===== src/rtl/single_port_ram_be.sv =====
// single_port_ram_be: single-port scratchpad RAM with byte-lane write enables,
// a registered read path with a read-valid strobe, an out-of-range address flag
// and a hardware init sequencer that fills every word with InitVal after reset
// or on a clr request.
//
// Optional build macro: SP_RAM_OUT_REG_EN adds an output register after the
// array read (read latency 2, q_valid_o/addr_err_o delayed to match).
//
// Ports:
//   clk_i       clock, all logic on the rising edge
//   rst_ni      asynchronous active-low reset
//   clr_i       synchronous request to re-run the init sequence
//   en_i        access request, sampled only while ready_o=1
//   we_i        1 = write, 0 = read
//   be_i        byte-lane write enables, be_i[i] covers data_i[8i+7:8i]
//   addr_i      word address
//   data_i      write data
//   ready_o     1 = accepting requests, 0 during init
//   q_o         read data
//   q_valid_o   one-cycle strobe marking new read data on q_o
//   addr_err_o  one-cycle strobe for an access with addr_i >= Depth
module single_port_ram_be #(
    parameter int unsigned          AddrWidth = 6,
    parameter int unsigned          DataWidth = 32,
    parameter int unsigned          Depth     = 64,
    parameter logic [DataWidth-1:0] InitVal   = '0
) (
    input  logic                   clk_i,
    input  logic                   rst_ni,
    input  logic                   clr_i,
    input  logic                   en_i,
    input  logic                   we_i,
    input  logic [DataWidth/8-1:0] be_i,
    input  logic [AddrWidth-1:0]   addr_i,
    input  logic [DataWidth-1:0]   data_i,
    output logic                   ready_o,
    output logic [DataWidth-1:0]   q_o,
    output logic                   q_valid_o,
    output logic                   addr_err_o
);

    localparam int unsigned NumLanes = DataWidth / 8;
    localparam int unsigned IdxWidth = (Depth > 1) ? $clog2(Depth) : 1;
    localparam logic [IdxWidth-1:0] LastIdx = IdxWidth'(Depth - 1);
    // Depth widened by one bit so Depth == 2**AddrWidth still compares correctly.
    localparam logic [AddrWidth:0] DepthExt = (AddrWidth + 1)'(Depth);

    if ((DataWidth % 8) != 0 || DataWidth == 0) begin : gen_dw_err
        $error("single_port_ram_be: DataWidth must be a non-zero multiple of 8");
    end
    if (Depth < 2 || longint'(Depth) > (64'd1 << AddrWidth)) begin : gen_depth_err
        $error("single_port_ram_be: Depth must be >= 2 and <= 2**AddrWidth");
    end

    typedef enum logic [0:0] {StInit, StReady} state_e;

    state_e               state_q;
    logic [IdxWidth-1:0]  ptr_q;
    logic                 ready_q;
    logic [DataWidth-1:0] mem_q [Depth];

    logic                 acc;
    logic                 in_range;
    logic                 rd_hit;
    logic [IdxWidth-1:0]  idx;
    logic [DataWidth-1:0] rd_word;

    logic [DataWidth-1:0] q1_q;
    logic                 q_valid1_q;
    logic                 addr_err1_q;

    always_comb begin
        // clr wins over a request in the same cycle.
        acc      = (state_q == StReady) && en_i && !clr_i;
        in_range = {1'b0, addr_i} < DepthExt;
        rd_hit   = acc && !we_i;
        idx      = addr_i[IdxWidth-1:0];
        rd_word  = mem_q[idx];
    end

    // Init sequencer: one word per cycle, READY after the last word is written.
    always_ff @(posedge clk_i or negedge rst_ni) begin
        if (!rst_ni) begin
            state_q <= StInit;
            ptr_q   <= '0;
            ready_q <= 1'b0;
        end else if (clr_i) begin
            state_q <= StInit;
            ptr_q   <= '0;
            ready_q <= 1'b0;
        end else begin
            unique case (state_q)
                StInit: begin
                    if (ptr_q == LastIdx) begin
                        state_q <= StReady;
                        ptr_q   <= '0;
                        ready_q <= 1'b1;
                    end else begin
                        ptr_q <= ptr_q + 1'b1;
                    end
                end
                StReady: begin
                    ready_q <= 1'b1;
                end
                default: begin
                    state_q <= StInit;
                    ptr_q   <= '0;
                    ready_q <= 1'b0;
                end
            endcase
        end
    end

    // Array has no reset; the init sequence overwrites every word.
    always_ff @(posedge clk_i) begin
        if (state_q == StInit) begin
            mem_q[ptr_q] <= InitVal;
        end else if (acc && we_i && in_range) begin
            for (int unsigned i = 0; i < NumLanes; i++) begin
                if (be_i[i]) begin
                    mem_q[idx][8*i +: 8] <= data_i[8*i +: 8];
                end
            end
        end
    end

    // First read stage; q holds between reads, out-of-range reads return 0.
    always_ff @(posedge clk_i or negedge rst_ni) begin
        if (!rst_ni) begin
            q1_q        <= '0;
            q_valid1_q  <= 1'b0;
            addr_err1_q <= 1'b0;
        end else begin
            q_valid1_q  <= rd_hit;
            addr_err1_q <= acc && !in_range;
            if (rd_hit) begin
                q1_q <= in_range ? rd_word : '0;
            end
        end
    end

`ifdef SP_RAM_OUT_REG_EN
    logic [DataWidth-1:0] q2_q;
    logic                 q_valid2_q;
    logic                 addr_err2_q;

    always_ff @(posedge clk_i or negedge rst_ni) begin
        if (!rst_ni) begin
            q2_q        <= '0;
            q_valid2_q  <= 1'b0;
            addr_err2_q <= 1'b0;
        end else if (clr_i) begin
            q2_q        <= '0;
            q_valid2_q  <= 1'b0;
            addr_err2_q <= 1'b0;
        end else begin
            q_valid2_q  <= q_valid1_q;
            addr_err2_q <= addr_err1_q;
            if (q_valid1_q) begin
                q2_q <= q1_q;
            end
        end
    end

    assign q_o        = q2_q;
    assign q_valid_o  = q_valid2_q;
    assign addr_err_o = addr_err2_q;
`else
    assign q_o        = q1_q;
    assign q_valid_o  = q_valid1_q;
    assign addr_err_o = addr_err1_q;
`endif

    assign ready_o = ready_q;

endmodule


===== config.mk =====
export PLATFORM = sky130hd
export DESIGN_NAME = single_port_ram_be
export DESIGN_NICKNAME = d
export VERILOG_FILES = /design/src/rtl/single_port_ram_be.sv
export SDC_FILE = /design/constraint.sdc
export NUM_CORES = 2
export LEC_CHECK = 0
export BUFFER_PORTS_ARGS = -buffer_cell sky130_fd_sc_hd__buf_2
export CAP_MARGIN = 20
export CORE_ASPECT_RATIO = 1.25
export CORE_MARGIN = 3
export CORE_UTILIZATION = 59
export CTS_BUF_LIST = sky130_fd_sc_hd__clkbuf_8
export CTS_CLUSTER_SIZE = 12
export DETAILED_ROUTE_END_ITERATION = 8
export PLACE_DENSITY = 0.75
export RECOVER_POWER = 25
export SLEW_MARGIN = 25
export SYNTH_ARGS = -nofsm -noshare
export SYNTH_HDL_FRONTEND = slang
export SYNTH_SLANG_ARGS = --single-unit

===== constraint.sdc =====
create_clock -name clk_i -period 3 [get_ports clk_i]
set_input_delay 0.15 -clock clk_i [delete_from_list [all_inputs] [get_ports clk_i]]
set_output_delay 0.15 -clock clk_i [all_outputs]
set_load 0.005 [all_outputs]

Word level (Yosys, flattened, before mapping)
Memory sizes are Yosys's and may differ from the RTL's. A register that Yosys moved wholly into a read port is not among the register bits.
Cells that the tools add are included.
{"block": "word_totals", "input_bits": 47, "mem_bits_rw": 2048, "output_inout_bits": 35, "reg_bits": 9, "n_memories": 1, "wordCells": 47}
{"block": "op_classes", "n_bitwise": 1, "eq_ne": 3, "mux": 29, "add_sub_neg": 1, "n_reduce_logical": 8}
{"name": "mem_q", "words": 64, "width": 32, "read_ports": 1, "rd_clocked_by_memory_dff": 1, "write_ports": 1, "line_no": "60", "text": "logic [DataWidth-1:0] mem_q [Depth];"}
{"operator": "$mux W32", "n": 1}
{"operator": "$reduce_or A32 Y1", "n": 1}
{"operator": "$mux W6", "n": 4}
{"operator": "$mux W1", "n": 22}
{"operator": "$add A6 B1 Y6 const B", "n": 1}
{"operator": "$eq A6 B6 Y1 const B", "n": 1}
{"operator": "$logic_and A1 B1 Y1", "n": 4}
{"operator": "$mux W4", "n": 1}
{"operator": "$logic_not A1 Y1", "n": 3}
{"operator": "$ne A3 B3 Y1 const B", "n": 1}
{"operator": "$ne A2 B2 Y1 const B", "n": 1}
{"operator": "$pmux W1 S2", "n": 1}
{"operator": "$not A1 Y1", "n": 1}

Longest topological paths before layout
{"block": "depth", "depth_word": 8, "depth_mapped": 11, "mapped_depth_nobuf": 6}

Least setup slack after synthesis
OpenSTA, ideal clock, no wires.
{"block": "synth_path", "kind": "input to register", "start": "input port clr_i", "end": "memory mem_q[0][10], data pin", "path_slack_ns": 0.272, "setup_time_ns": 0.367, "required_ns": 2.633, "arrival_ns": 2.361, "path_buffers": 4, "cell_stages": 7, "cell_sequence": "clkbuf_1 and4b_1 o41a_1 buf_4 buf_2 clkbuf_1 and2_1"}
{"block": "synth_between", "elab_chain_len": 8, "elab_cells_between_ends": 17, "classes_between": "mux: 13; reduce/logical: 4"}
{"element": "from (decl)", "line_no": "30", "text": "input logic clr_i,"}
{"element": "$logic_not A1 Y1 (*)", "line_no": "74", "text": "acc = (state_q == StReady) && en_i && !clr_i;"}
{"element": "$logic_and A1 B1 Y1 (*)", "line_no": "74"}
{"element": "$logic_and A1 B1 Y1 (*)", "line_no": "118", "text": "end else if (acc && we_i && in_range) begin"}
{"element": "$mux W1", "line_no": "118"}
{"element": "$mux W1", "line_no": "116", "text": "if (state_q == StInit) begin"}
{"element": "$mux W1 (implied by the code)", "line_no": "121", "text": "mem_q[idx][8*i +: 8] <= data_i[8*i +: 8];"}
{"element": "$reduce_or A32 Y1 (no source line) (*)"}
{"element": "$mux W32 (no source line) (*)"}
{"element": "to (decl)", "line_no": "60"}
Mark *: on every way between the ends. The rest lies on a longest branch, timed or not.

Worst setup path in the final report
{"block": "layout_path", "start": "register state_q", "end": "memory mem_q[31][18], enable pin"}
{"block": "layout_between", "elab_chain_len": 8, "elab_cells_between_ends": 19, "classes_between": "mux: 15; reduce/logical: 4"}
{"element": "from (decl)", "line_no": "57", "text": "state_e state_q;"}
{"element": "from (signal assigned)", "line_no": "84", "text": "state_q <= StInit;"}
{"element": "from (signal assigned)", "line_no": "88", "text": "state_q <= StInit;"}
{"element": "from (signal assigned)", "line_no": "95", "text": "state_q <= StReady;"}
{"element": "$logic_and A1 B1 Y1 (2 in series)", "line_no": "74"}
{"element": "$logic_and A1 B1 Y1", "line_no": "118"}
{"element": "$mux W1", "line_no": "118"}
{"element": "$mux W1", "line_no": "116"}
{"element": "$mux W1 (implied by the code)", "line_no": "121"}
{"element": "$reduce_or A32 Y1 (no source line)"}
{"element": "$mux W6 (no source line) or $mux W4 (tied branches)"}
Several ways; a longest one is shown, not always the timed one.

==> key figures <==
STA
  • Max-slew headroom: -5.720%
  • Setup TNS: 0 ns
  • Measured slew at the worst slew-check pin: between 1.5 and 2 ns
  • Final Slew Violations: 23
  • RSZ-0062 raised after global routing: yes
  • Final hold vios: 0
  • Fmax: 339.4 MHz
  • Clock Skew: approximately 0.066 ns
  • Crit path time final: around 3 ns
  • Fin crit share: 98.22%
  • Final setup fails: 0
  • Setup WS post-layout: 0.05327 ns

Place
  • Post-Place Cells: ~6200
  • Routability Congestion: 0.8542
  • Input/output buffers: 80
  • Dpl ws: -0.1157 ns
  • DP Wirelength: approximately 120 mm

Logic synthesis
  • Cell variety after synth: 50
  • Syn Area/Cell: ~20 um^2
  • Yosys reg bits: between 2000 and 2500
  • Syn_nets: a little over 4000
  • Mapped cell area: 81400 um^2
  • Yosys warns: 0
  • Sequential fraction of the synthesis area: around three quarters
  • Post-Synthesis Cells: about 4100
  • Post-synth EDFFs: around 2000
  • FFs w/ async S/R, synth: under 10%
  • Most used flip-flop cell after synthesis: edfxtp_1

Critical path
  • CP arrival: ~3.6 ns
  • Crit path max fanout: 19
  • CP max-delay cell: nor2_1
  • CP required: 3.60 ns
  • Cell Chain, Critical Path: and4b_1 -> o41a_2 -> buf_4 -> nand3b_1 -> o21ai_1 -> nand2_2 -> buf_12 -> nor2_1
  • Setup crit end kind: register
  • CP delay by family, top: simple AND/OR/NAND/NOR gates
  • Crit path largest cell delay: just over 0.7 ns
  • Crit path launch type: register
  • Critical path class: register to register
  • Crit path buf inv count: 2

Routing
  • DR pass1 iterations: 5
  • Drt drc: 0
  • Initial drt markers: 4544
  • WL final: roughly 190 mm
  • Total number of vias: roughly 42000
  • DR vias/cell: 6.204
  • Wirelength per Cell: roughly 27 um
  • ANT nets after route: 0

CTS
  • Worst-Skew Late Latency: slightly above 1 ns
  • Clock sink count: around 2100
  • Post-CTS setup buffer count: 0
  • Clock Tree Root: clkbuf_8
  • CTS max path bufs: 4
  • H-tree depth: 5
  • Clk slew on worst S/H paths: 0.06 ns
  • Inserted Clock Buffers: roughly 320
  • CTS tree: done

Die
  • Row cnt: approximately 150
  • Core box area: around 140000 um^2
  • # IOs: 82
  • Die H: 421.3 um
  • Die area: around 140000 um^2
  • Die W: 338.2 um
  • Initial core utilization: around three fifths

Hold path
  • Hold crit path type: input pin to register

Cells and area
  • Commonest non-fill, non-tap cell in the layout: edfxtp_1
  • Commonest non-fill, non-tap cells in the layout: edfxtp_1, mux2i_1, buf_4, clkbuf_8, mux4_2
  • Fillcell total: between 8000 and 9000
  • Layout cells sized above 1: about a quarter
  • Syn-to-layout area delta: 15.07%
  • Final Instance Count excl. Fillers: a little under 7000
  • Nets: about 4800

GRT
  • First-pass GRT wire length: roughly 280 mm
  • Vias in the first global route: 43754
  • Initial antenna violation count: 5
  • Gr usage total: a little over a quarter
  • Congestion Overflow GR: 0
  • Largest net degree at the start of global routing: 73

Status
  • Failing checks: capacitance limit, slew limit
  • Status: finished, violations left

Pwr
  • Leakage: approximately 33 nW
  • Pwr Total: about 0.056 W
  • Max rail drop VDD: approximately 350 uV
  • PD cells: just under 600 nW/um^2

Job
  • Max-cap violations: 1
## stage by stage
step,utilization [%],instance area [um^2],hold WS [ns]
2_1_floorplan,-,81400,-0.1456
3_3_place_gp,64.35,87650,0.2438
3_5_place_dp,64.35,87650,0.2469
4_1_cts,68.83,93760,0.02635
5_1_grt,68.76,93660,0.09258
6_report,68.76,93660,0.1197
## synth_stat cells (3+ instances only)
cell type	number	area, um^2
a221o_1	32	320.3
clkbuf_1	94	352.8
a2111oi_0	32	280.3
nand3_1	38	190.2
o211ai_1	32	240.2
and2_1	33	206.5
o21ai_0	27	135.1
edfxtp_1	2048	61500
a22o_1	32	280.3
nand2_1	57	214.0
o22ai_1	32	200.2
buf_4	10	75.07
a22oi_1	161	1209
a211oi_1	64	480.5
a31oi_1	33	206.5
nor2b_1	37	231.5
buf_12	4	80.08
o21ai_1	12	60.06
o41ai_2	3	48.80
buf_1	38	142.6
nand4b_1	3	26.28
nor2_1	266	998.5
buf_6	4	45.04
mux4_2	320	7207
mux2_1	32	360.4
mux2i_1	451	4514
nand2b_1	4	25.02
buf_2	106	530.5
dfrtp_1	41	1026
nand3b_1	3	22.52
## area by class of cell
type / count / area, um^2 / share of cell area, %
multi-input cells: 1725 / 17760 / 18.96
repair buffers: 624 / 5380 / 5.744
clock inverters: 186 / 888.4 / 0.9484
well taps: 1836 / 2297 / 2.453
clock buffers: 348 / 4790 / 5.114
diodes: 2 / 5.005 / 0.005343
flip-flops and latches: 2089 / 62530 / 66.75
inverters: 4 / 15.01 / 0.01603
## sequential cells by signal, summed over array words and instances, names as in the netlist
register,cells
mem_q,2048
ptr_q,6
q_o,32
q_valid_o,1
ready_o,1
state_q,1
## per-layer routing
layer | wire (um) | GRT usage (%) | up-vias
li1 | - | - | 18167
met1 | 68470 | 33.49 | 21746
met5 | 13 | 0 | -
met3 | 14910 | 5.505 | 385
met2 | 95230 | 44.16 | 1973
met4 | 6817 | 10.57 | 2
## worst reg2reg max path, delay by kind of cell (launching register included)
kind            cells  cell delay (ns)
compound gates      2             0.51
buf+inv             2             0.52
flops               1             0.34
simple gates        4             1.17
## repair_timing
item                                     CTS  global route
hold buffers                              42             0
hold endpoints to repair                2094             0
pin swaps                                  0             0
gates resized for setup                    1             9
endpoints found under the setup margin    42            89
## final timing paths
path	from	endpoint	slack [ns]	cells after the start
max	state_q	mem_q[31][18]	0.05	8
min reg2reg	ready_o	ready_o	0.52	2
max in group asynchronous	rst_ni	q_o[4]	1.06	4
min in group asynchronous	rst_ni	ready_o	0.81	4
max reg2reg	state_q	mem_q[31][18]	0.05	8
min	addr_i[2]	q_o[5]	0.12	5
## logic make-up (layout without fill, tap and decap cells)
family          count (synthesis)  in the layout  share of synthesized area [%]
flops                        2089           2089                          76.81
mux                           804            804                          14.86
compound gates                467            467                          4.316
simple gates                  449            449                          2.421
buf+inv                       261           1162                          1.543
xor+xnor                        3              3                        0.03228
fa+ha+maj                       1              1                        0.01537
other cells                     1              3                       0.004607
## where the power goes
part           internal, W  switching (W)
registers           0.0318      0.0000811
clock network       0.0110         0.0102
logic              0.00105        0.00143
Note: power is estimated with default switching activity, not from simulation.
